## config.mk

```make
export PLATFORM = sky130hd
export DESIGN_NAME = ex_result_stage_flat
export DESIGN_NICKNAME = d
export VERILOG_FILES = /design/src/rtl/ex_result_stage_if.sv /design/src/rtl/ex_result_stage.sv /design/src/flat_wrapper.sv
export SDC_FILE = /design/constraint.sdc
export NUM_CORES = 1
export LEC_CHECK = 0
export BUFFER_PORTS_ARGS = -buffer_cell sky130_fd_sc_hd__buf_2
export CORE_MARGIN = 2
export CORE_UTILIZATION = 48
export CTS_CLUSTER_SIZE = 10
export DETAILED_ROUTE_END_ITERATION = 7
export PLACE_DENSITY_LB_ADDON = 0.25
export SLEW_MARGIN = 20
export SYNTH_ARGS = -nofsm -noshare
export SYNTH_HDL_FRONTEND = slang
export SYNTH_SLANG_ARGS = --single-unit
```

## constraint.sdc

```tcl
create_clock -name clk -period 3.2 [get_ports clk]
set_input_delay 0.16 -clock clk [delete_from_list [all_inputs] [get_ports clk]]
set_output_delay 0.16 -clock clk [all_outputs]
set_load 0.05 [all_outputs]
```

## src/rtl/ex_result_stage_if.sv

```systemverilog
// EX -> result-stage bundle: EX handshake and ALU results in; EX/MEM payload,
// fetch redirect, trap handshake and taken-branch count out.
interface ex_result_stage_if #(
  parameter int unsigned DSize = 32,
  parameter int unsigned CSize = 16
);
  logic             ex_valid;
  logic             ex_ready;
  logic [3:0]       ex_op;
  logic [DSize-1:0] alu_result;
  logic             overflow;
  logic             branch_true;
  logic [DSize-1:0] ex_pc;
  logic [DSize-1:0] branch_target;
  logic [4:0]       ex_rd;

  logic             mem_valid;
  logic [DSize-1:0] mem_result;
  logic [4:0]       mem_rd;
  logic             mem_wen;
  logic             mem_ready;

  logic             redirect_valid;
  logic [DSize-1:0] redirect_pc;

  logic             trap;
  logic [DSize-1:0] trap_pc;
  logic             trap_ack;

  logic [CSize-1:0] taken_cnt;

  // Result stage side
  modport slave (
    input  ex_valid, ex_op, alu_result, overflow, branch_true, ex_pc,
           branch_target, ex_rd, mem_ready, trap_ack,
    output ex_ready, mem_valid, mem_result, mem_rd, mem_wen,
           redirect_valid, redirect_pc, trap, trap_pc, taken_cnt
  );

  // Surrounding pipeline side
  modport master (
    output ex_valid, ex_op, alu_result, overflow, branch_true, ex_pc,
           branch_target, ex_rd, mem_ready, trap_ack,
    input  ex_ready, mem_valid, mem_result, mem_rd, mem_wen,
           redirect_valid, redirect_pc, trap, trap_pc, taken_cnt
  );
endinterface

```

## src/rtl/ex_result_stage.sv

```systemverilog
// EX result stage: registers the EX result into the EX/MEM slot, raises a
// one-cycle fetch redirect for taken branches/jumps, and parks the pipe on
// an arithmetic overflow trap until software acknowledges it.
module ex_result_stage #(
  parameter int unsigned DSize = 32,
  parameter int unsigned CSize = 16
) (
  input  logic             clk,
  input  logic             rst,
  ex_result_stage_if.slave bus
);

  typedef enum logic [1:0] {
    RUN,
    TRAP,
    WAIT
  } state_t;

  state_t           r_state;
  state_t           w_state_nxt;

  logic             r_mem_valid;
  logic [DSize-1:0] r_mem_result;
  logic [4:0]       r_mem_rd;
  logic             r_mem_wen;
  logic             r_redirect_valid;
  logic [DSize-1:0] r_redirect_pc;
  logic [DSize-1:0] r_trap_pc;
  logic [CSize-1:0] r_taken_cnt;

  logic             w_is_branch;
  logic             w_ovf_op;
  logic             w_wen_op;
  logic             w_ex_ready;
  logic             w_accept;
  logic             w_fault;
  logic             w_take;
  logic             w_trap;

  // Opcode classification and the EX acceptance handshake
  always_comb begin
    w_is_branch = (bus.ex_op >= 4'b1011);
    w_ovf_op    = (bus.ex_op == 4'b0000) || (bus.ex_op == 4'b0001);
    w_wen_op    = (bus.ex_op <= 4'b0111) || (bus.ex_op == 4'b1001) ||
                  (bus.ex_op == 4'b1010);
    w_ex_ready  = !rst && (r_state == RUN) && !r_redirect_valid &&
                  (!r_mem_valid || bus.mem_ready);
    w_accept    = bus.ex_valid && w_ex_ready;
    w_fault     = w_accept && w_ovf_op && bus.overflow;
    w_take      = w_accept && w_is_branch && bus.branch_true;
  end

  // Trap FSM state register
  always_ff @(posedge clk) begin
    if (rst) begin
      r_state <= RUN;
    end else begin
      r_state <= w_state_nxt;
    end
  end

  // Trap FSM next state and trap strobe; trap_ack only matters in WAIT
  always_comb begin
    w_state_nxt = r_state;
    w_trap      = 1'b0;
    unique case (r_state)
      RUN: begin
        if (w_fault) w_state_nxt = TRAP;
      end
      TRAP: begin
        w_trap      = 1'b1;
        w_state_nxt = WAIT;
      end
      WAIT: begin
        if (bus.trap_ack) w_state_nxt = RUN;
      end
      default: w_state_nxt = RUN;
    endcase
  end

  // EX/MEM payload: load on accept, drop valid once MEM consumes it
  always_ff @(posedge clk) begin
    if (rst) begin
      r_mem_valid  <= 1'b0;
      r_mem_result <= '0;
      r_mem_rd     <= '0;
      r_mem_wen    <= 1'b0;
    end else if (w_accept) begin
      r_mem_valid  <= 1'b1;
      r_mem_result <= bus.alu_result;
      r_mem_rd     <= bus.ex_rd;
      r_mem_wen    <= w_wen_op && (bus.ex_rd != '0) && !w_fault;
    end else if (r_mem_valid && bus.mem_ready) begin
      r_mem_valid  <= 1'b0;
      r_mem_wen    <= 1'b0;
    end
  end

  // One-cycle redirect pulse for a taken branch/jump; target held afterwards
  always_ff @(posedge clk) begin
    if (rst) begin
      r_redirect_valid <= 1'b0;
      r_redirect_pc    <= '0;
    end else begin
      r_redirect_valid <= w_take;
      if (w_take) r_redirect_pc <= bus.branch_target;
    end
  end

  // Faulting PC captured at acceptance and held until the next trap
  always_ff @(posedge clk) begin
    if (rst) begin
      r_trap_pc <= '0;
    end else if (w_fault) begin
      r_trap_pc <= bus.ex_pc;
    end
  end

  // Saturating taken-branch counter, advanced together with each redirect
  always_ff @(posedge clk) begin
    if (rst) begin
      r_taken_cnt <= '0;
    end else if (w_take && (r_taken_cnt != '1)) begin
      r_taken_cnt <= r_taken_cnt + CSize'(1);
    end
  end

  assign bus.ex_ready       = w_ex_ready;
  assign bus.mem_valid      = r_mem_valid;
  assign bus.mem_result     = r_mem_result;
  assign bus.mem_rd         = r_mem_rd;
  assign bus.mem_wen        = r_mem_wen;
  assign bus.redirect_valid = r_redirect_valid;
  assign bus.redirect_pc    = r_redirect_pc;
  assign bus.trap           = w_trap;
  assign bus.trap_pc        = r_trap_pc;
  assign bus.taken_cnt      = r_taken_cnt;

endmodule
```

## src/flat_wrapper.sv

```systemverilog
// flat-port wrapper written by rule: the top's interface ports become plain ports
module ex_result_stage_flat 
#(
  parameter int unsigned DSize = 32,
  parameter int unsigned CSize = 16
)
  (clk, rst, bus_ex_valid, bus_ex_op, bus_alu_result, bus_overflow, bus_branch_true, bus_ex_pc, bus_branch_target, bus_ex_rd, bus_mem_ready, bus_trap_ack, bus_ex_ready, bus_mem_valid, bus_mem_result, bus_mem_rd, bus_mem_wen, bus_redirect_valid, bus_redirect_pc, bus_trap, bus_trap_pc, bus_taken_cnt);
  ex_result_stage_if #(.DSize(DSize), .CSize(CSize)) bus_i ();
  input  logic clk;
  input  logic rst;
  input wire logic [$bits(bus_i.ex_valid)-1:0] bus_ex_valid;
  input wire logic [$bits(bus_i.ex_op)-1:0] bus_ex_op;
  input wire logic [$bits(bus_i.alu_result)-1:0] bus_alu_result;
  input wire logic [$bits(bus_i.overflow)-1:0] bus_overflow;
  input wire logic [$bits(bus_i.branch_true)-1:0] bus_branch_true;
  input wire logic [$bits(bus_i.ex_pc)-1:0] bus_ex_pc;
  input wire logic [$bits(bus_i.branch_target)-1:0] bus_branch_target;
  input wire logic [$bits(bus_i.ex_rd)-1:0] bus_ex_rd;
  input wire logic [$bits(bus_i.mem_ready)-1:0] bus_mem_ready;
  input wire logic [$bits(bus_i.trap_ack)-1:0] bus_trap_ack;
  output wire logic [$bits(bus_i.ex_ready)-1:0] bus_ex_ready;
  output wire logic [$bits(bus_i.mem_valid)-1:0] bus_mem_valid;
  output wire logic [$bits(bus_i.mem_result)-1:0] bus_mem_result;
  output wire logic [$bits(bus_i.mem_rd)-1:0] bus_mem_rd;
  output wire logic [$bits(bus_i.mem_wen)-1:0] bus_mem_wen;
  output wire logic [$bits(bus_i.redirect_valid)-1:0] bus_redirect_valid;
  output wire logic [$bits(bus_i.redirect_pc)-1:0] bus_redirect_pc;
  output wire logic [$bits(bus_i.trap)-1:0] bus_trap;
  output wire logic [$bits(bus_i.trap_pc)-1:0] bus_trap_pc;
  output wire logic [$bits(bus_i.taken_cnt)-1:0] bus_taken_cnt;
  assign bus_i.ex_valid = bus_ex_valid;
  assign bus_i.ex_op = bus_ex_op;
  assign bus_i.alu_result = bus_alu_result;
  assign bus_i.overflow = bus_overflow;
  assign bus_i.branch_true = bus_branch_true;
  assign bus_i.ex_pc = bus_ex_pc;
  assign bus_i.branch_target = bus_branch_target;
  assign bus_i.ex_rd = bus_ex_rd;
  assign bus_i.mem_ready = bus_mem_ready;
  assign bus_i.trap_ack = bus_trap_ack;
  assign bus_ex_ready = bus_i.ex_ready;
  assign bus_mem_valid = bus_i.mem_valid;
  assign bus_mem_result = bus_i.mem_result;
  assign bus_mem_rd = bus_i.mem_rd;
  assign bus_mem_wen = bus_i.mem_wen;
  assign bus_redirect_valid = bus_i.redirect_valid;
  assign bus_redirect_pc = bus_i.redirect_pc;
  assign bus_trap = bus_i.trap;
  assign bus_trap_pc = bus_i.trap_pc;
  assign bus_taken_cnt = bus_i.taken_cnt;
  ex_result_stage #(.DSize(DSize), .CSize(CSize)) u_core (.clk(clk), .rst(rst), .bus(bus_i));
endmodule
```

==> Word level (Yosys, flattened, before mapping) <==
Cells that the tools add are included.
{ "totals": {"in_bits": 112, "ff_bits": 122, "out_inout_bits": 122, "wordCells": 52} }
{ "op_classes": {"n_eq_ne": 8, "n_lt_le_gt_ge": 2, "reduce_logical": 25, "n_mux": 7, "add_sub_neg": 1} }
{ "op_table": {"columns": ["op", "n"], "rows": [
  ["16-bit by 1-bit adder with 16-bit output (second input constant)", 1],
  ["16-bit inequality test (second input constant)", 1],
  ["1-bit logical AND", 12],
  ["4-bit == test (second input constant)", 2],
  ["2-bit one-hot mux with 3 select lines", 1],
  ["5-bit nonzero test", 1],
  ["4-bit by 1-bit == test with 1-bit output (second input constant)", 1],
  ["4-bit >= comparator (second input constant)", 1],
  ["4-bit by 3-bit <= comparator with 1-bit output (second input constant)", 1],
  ["1-bit logical NOT", 4],
  ["4-bit logical NOT", 1],
  ["1-bit logical OR", 4],
  ["1-bit 2-to-1 mux", 4],
  ["2-bit 2-to-1 mux", 2],
  ["2-bit by 1-bit == test with 1-bit output (second input constant)", 1],
  ["2-bit == test (second input constant)", 1],
  ["2-bit logical NOT", 1],
  ["2-bit by 1-bit inequality test with 1-bit output (second input constant)", 1],
  ["2-bit inequality test (second input constant)", 1],
  ["2-bit AND reduction", 1],
  ["2-bit nonzero test", 1]
]} }

==> Longest topological paths before layout <==
{ "logic_depth": {"ltp_word": 10, "mapped_depth": 8} }

==> Least setup slack after synthesis <==
Ideal clock, no wire load.
{ "synth_timing": {"path_kind": "register to register", "from": "register u_core.r_taken_cnt[5] (netlist: u_core.bus.taken_cnt[5])", "to": "register u_core.r_taken_cnt[4] (netlist: u_core.bus.taken_cnt[4])", "synth_period_minus_slack_ps": 2039, "t_arrival_ps": 1938, "path_slack_ps": 1161, "required_time_ps": 3099, "setup_time_ps": 101, "path_stages_with_launch": 8, "path_cell_list": "dfxtp_1 -> and4_1 -> nand4_1 -> nor3_1 -> buf_2 -> buf_2 -> o311ai_0 -> o41ai_1"} }
{ "synth_via": {"elab_chain_cells": 2} }
{ "synth_rtl": {"columns": ["item", "line_no", "source"], "rows": [
  ["start, declared", "ex_result_stage.sv:29", "logic [CSize-1:0] r_taken_cnt;"],
  ["start signal, assigned", "ex_result_stage.sv:124", "r_taken_cnt <= r_taken_cnt + CSize'(1);"],
  ["16-bit inequality test", "ex_result_stage.sv:123", "end else if (w_take && (r_taken_cnt != '1)) begin"],
  ["1-bit logical AND", "ex_result_stage.sv:123", null]
]} }
Every way passes these cells.
A chain may end at the register's enable or synchronous reset.

==> Worst setup path after layout <==
{ "layout_timing": {"from": "register u_core.r_state[1]", "to": "register u_core.r_trap_pc[7] (netlist: u_core.bus.trap_pc[7])"} }
{ "layout_via": {"elab_chain_cells": 7} }
{ "layout_rtl": {"columns": ["item", "line_no", "source"], "rows": [
  ["start, declared", "ex_result_stage.sv:19", "state_t r_state;"],
  ["start signal, assigned", "ex_result_stage.sv:58", "r_state <= w_state_nxt;"],
  ["2-bit logical NOT", "ex_result_stage.sv:46", "w_ex_ready = !rst && (r_state == RUN) && !r_redirect_valid &&"],
  ["1-bit logical AND (3 in series)", "ex_result_stage.sv:46", null],
  ["1-bit logical AND", "ex_result_stage.sv:48", "w_accept = bus.ex_valid && w_ex_ready;"],
  ["1-bit logical AND (2 in series)", "ex_result_stage.sv:49", "w_fault = w_accept && w_ovf_op && bus.overflow;"],
  ["end signal, assigned", "ex_result_stage.sv:115", "r_trap_pc <= bus.ex_pc;"],
  ["end, declared", "ex_result_stage.sv:28", "logic [DSize-1:0] r_trap_pc;"]
]} }
Every way passes these cells.

==> impl_metrics.tcl <==
set metrics [dict create \
    status "finished, final reports clean" \
    cts_buffers 17 \
    via_count 4997 \
    grt_use_total 0.287 \
    path_class "reg -> reg" \
    drtIter0Drc 196 \
    syn_area_per_cell_um2 8.54 \
    hold_viol_final 0 \
    clockRootBuffer "clkbuf_8" \
    seqCellArea_um2 2440 \
    syn_to_final_growth_pct 61.4 \
    drc 0 \
    r2r-start "u_core.r_state[1]" \
    fin_setup_tns_ns 0 \
    arrival_ns 2.86 \
    synth_cells 530 \
    start_kind "register" \
    final_cell_mix "buf_2, nand2_1, dfxtp_1" \
    min_to "u_core.bus.trap_pc[19]" \
    clockBufferDepth 2 \
    fin_nets 968 \
    required_ns 3.55 \
    critPathMaxStageDelay_ns 1.10 \
    multi_input_area_um2 1890 \
    period_share 0.784 \
    cts_tree "built" \
    start_util 0.492 \
    relSlewSlack 0.342 \
    io_buffers 233 \
    yosysSeqAreaShare 0.539 \
    maxSlewViolCount 0 \
    dp.final_hpwl_mm 8.65 \
    wl_mm 14.9 \
    ctsResizeCount 0 \
    ios 234 \
    rrSetupSlack_ns 0.69 \
    wl_met2_mm 7.78 \
    whs_path_depth 2 \
    gr-total-overflow 0 \
    clk_pin_slew_ns 0.06 \
    reg2reg_depth 5 \
    cts_setup_buffers 0 \
    top_layer_used "met4" \
    first_pass_iters 5 \
    die_w_um 101 \
    drive_gt1_frac 0.318 \
    cp-end-kind "register" \
    wl_per_cell_um 15.2 \
    ant_nets 0 \
    final_common_cell "buf_2" \
    timing.max_cap.violations 0 \
    row_count 35 \
    place_congestion 0.768 \
    setup_viol 0 \
    rr_endpoint "u_core.bus.trap_pc[7]" \
    hold_buffers 103 \
    cts.sinks 122 \
    ir_worst_vdd_v 0.000420 \
    synth_seq_cells 122 \
    dieHeight_um 101 \
    ys_warn_count 0 \
    hp-start "rst" \
    grt_max_degree 95 \
    vias_per_cell 5.09 \
    rsz0062_at_grt "false" \
    worstSkewPairLatency_ns 0.50 \
    hold_path_class "in -> reg" \
    fmax_mhz 399 \
    power_density_nw_per_um2 517 \
    yosysUniqueCellTypes 35 \
    cellLeakagePower_nw 3.52 \
    fillers 583 \
    hold_ws_ns 0.0254 \
    core_um2 9200 \
    grt_first_pass_wirelength_mm 23.1 \
    grt_pass1_vias 4961 \
    worstMarginPinSlew_ns 0.987 \
    cp_slowest_cell "or4_2" \
    skew_ns 0.00654 \
    crit_chain "nor4_4, nand3_1, or4_2, mux2i_1, nor2_1" \
    synth_nets 643 \
    path_max_fanout 33 \
    met3_length_mm 1.14 \
    dieArea_um2 10200 \
    antenna_found_initial 1 \
    syn_area_um2 4530 \
    drt-met1-wl_mm 5.62 \
    htree_levels 4 \
    min_period_ns 2.51 \
]
==> where the power goes <==
part / switching, W / internal, W / total (W) / leakage [nW]
clock network: 0.000723 / 0.00104 / 0.00177 / 0.263
logic: 0.000257 / 0.000186 / 0.000443 / 2.27
registers: 0.0000177 / 0.00155 / 0.00157 / 0.988
total: 0.000998 / 0.00278 / 0.00378 / 3.52
==> flip-flops by register name (all words and copies together), names as in the netlist, 2 cells and up <==
name and flops:
u_core.bus.mem_rd 5, u_core.r_state 2, u_core.bus.redirect_pc 32, u_core.bus.taken_cnt 16, u_core.bus.mem_result 32, u_core.bus.trap_pc 32
==> Yosys cell counts <==
master / instances / share of area
o21a_1: 1 / 0.0017
buf_6: 3 / 0.0075
nor4_1: 2 / 0.0028
o31ai_1: 6 / 0.0099
nand4_1: 2 / 0.0028
inv_1: 6 / 0.0050
or4_1: 7 / 0.012
nand4_2: 1 / 0.0028
and4_1: 2 / 0.0039
clkbuf_1: 24 / 0.020
buf_4: 1 / 0.0017
buf_2: 5 / 0.0055
or3_1: 4 / 0.0055
and2_1: 3 / 0.0041
mux2_2: 2 / 0.0050
a21oi_1: 84 / 0.093
ha_1: 1 / 0.0028
nor2_1: 40 / 0.033
nand2_1: 147 / 0.12
and3_1: 1 / 0.0014
o311ai_0: 3 / 0.0058
nor3_1: 2 / 0.0022
dfxtp_1: 122 / 0.54
nand3_1: 9 / 0.0099
o21ai_0: 5 / 0.0055
nor4_4: 1 / 0.0047
nand2b_1: 3 / 0.0041
nand3b_1: 1 / 0.0017
buf_1: 3 / 0.0025
nor2b_1: 1 / 0.0014
clkinv_1: 1 / 0.00083
o2111ai_1: 1 / 0.0019
o41ai_1: 3 / 0.0058
o31a_1: 1 / 0.0019
mux2i_1: 32 / 0.071
==> worst max path at each step <==
stage	to	from
floorplan	u_core.bus.taken_cnt[4]	u_core.bus.taken_cnt[5]
global placement	u_core.bus.trap_pc[5]	rst
detailed placement	u_core.bus.trap_pc[10]	rst
CTS	u_core.bus.trap_pc[10]	u_core.r_state[1]
global route	u_core.bus.trap_pc[16]	u_core.r_state[1]
finish	u_core.bus.trap_pc[7]	u_core.r_state[1]
==> critical path: cells and delay by family (launching register included) <==
kind / cells / cell delay (ns)
simple gates: 4 / 1.61
flops: 1 / 0.34
mux: 1 / 0.41
==> layer usage <==
layer,vias to the layer above,GRT usage
met2,232,0.528
met4,0,0.134
met5,-,0
met1,2297,0.299
met3,34,0.0825
li1,2434,-
==> cell type report <==
type,count,share of cell area
Sequential cell,122,0.334
Timing Repair Buffer,342,0.307
Multi-Input combinational cell,365,0.259
Clock buffer,17,0.0567
Clock inverter,15,0.0195
Tap cell,111,0.0190
Inverter,7,0.00360
Antenna cell,2,0.000685
==> metrics by stage <==
stage          area (µm²)  instances  power, W   util  setup slack, ns
5_1_grt              7300        980   0.00390  0.794            0.589
6_report             7310        981   0.00378  0.795            0.692
3_5_place_dp         5710        844   0.00194  0.621            0.767
2_1_floorplan        4530        530   0.00181      -             1.16
3_3_place_gp         5710        844   0.00193  0.621            0.861
4_1_cts              7300        979   0.00379  0.794            0.768
==> logic make-up (layout without fill, tap and decap cells) <==
family	count (synthesis)	count (layout)	synth area share
muxes	34	34	0.0757
buffers and inverters	43	381	0.0428
other	0	2	0
DFF	122	122	0.539
adders and majority gates	1	1	0.00276
AOI/OAI and AO/OA	104	104	0.125
and+or+nand+nor	226	226	0.214
Note: power is estimated with default switching activity, not from simulation.
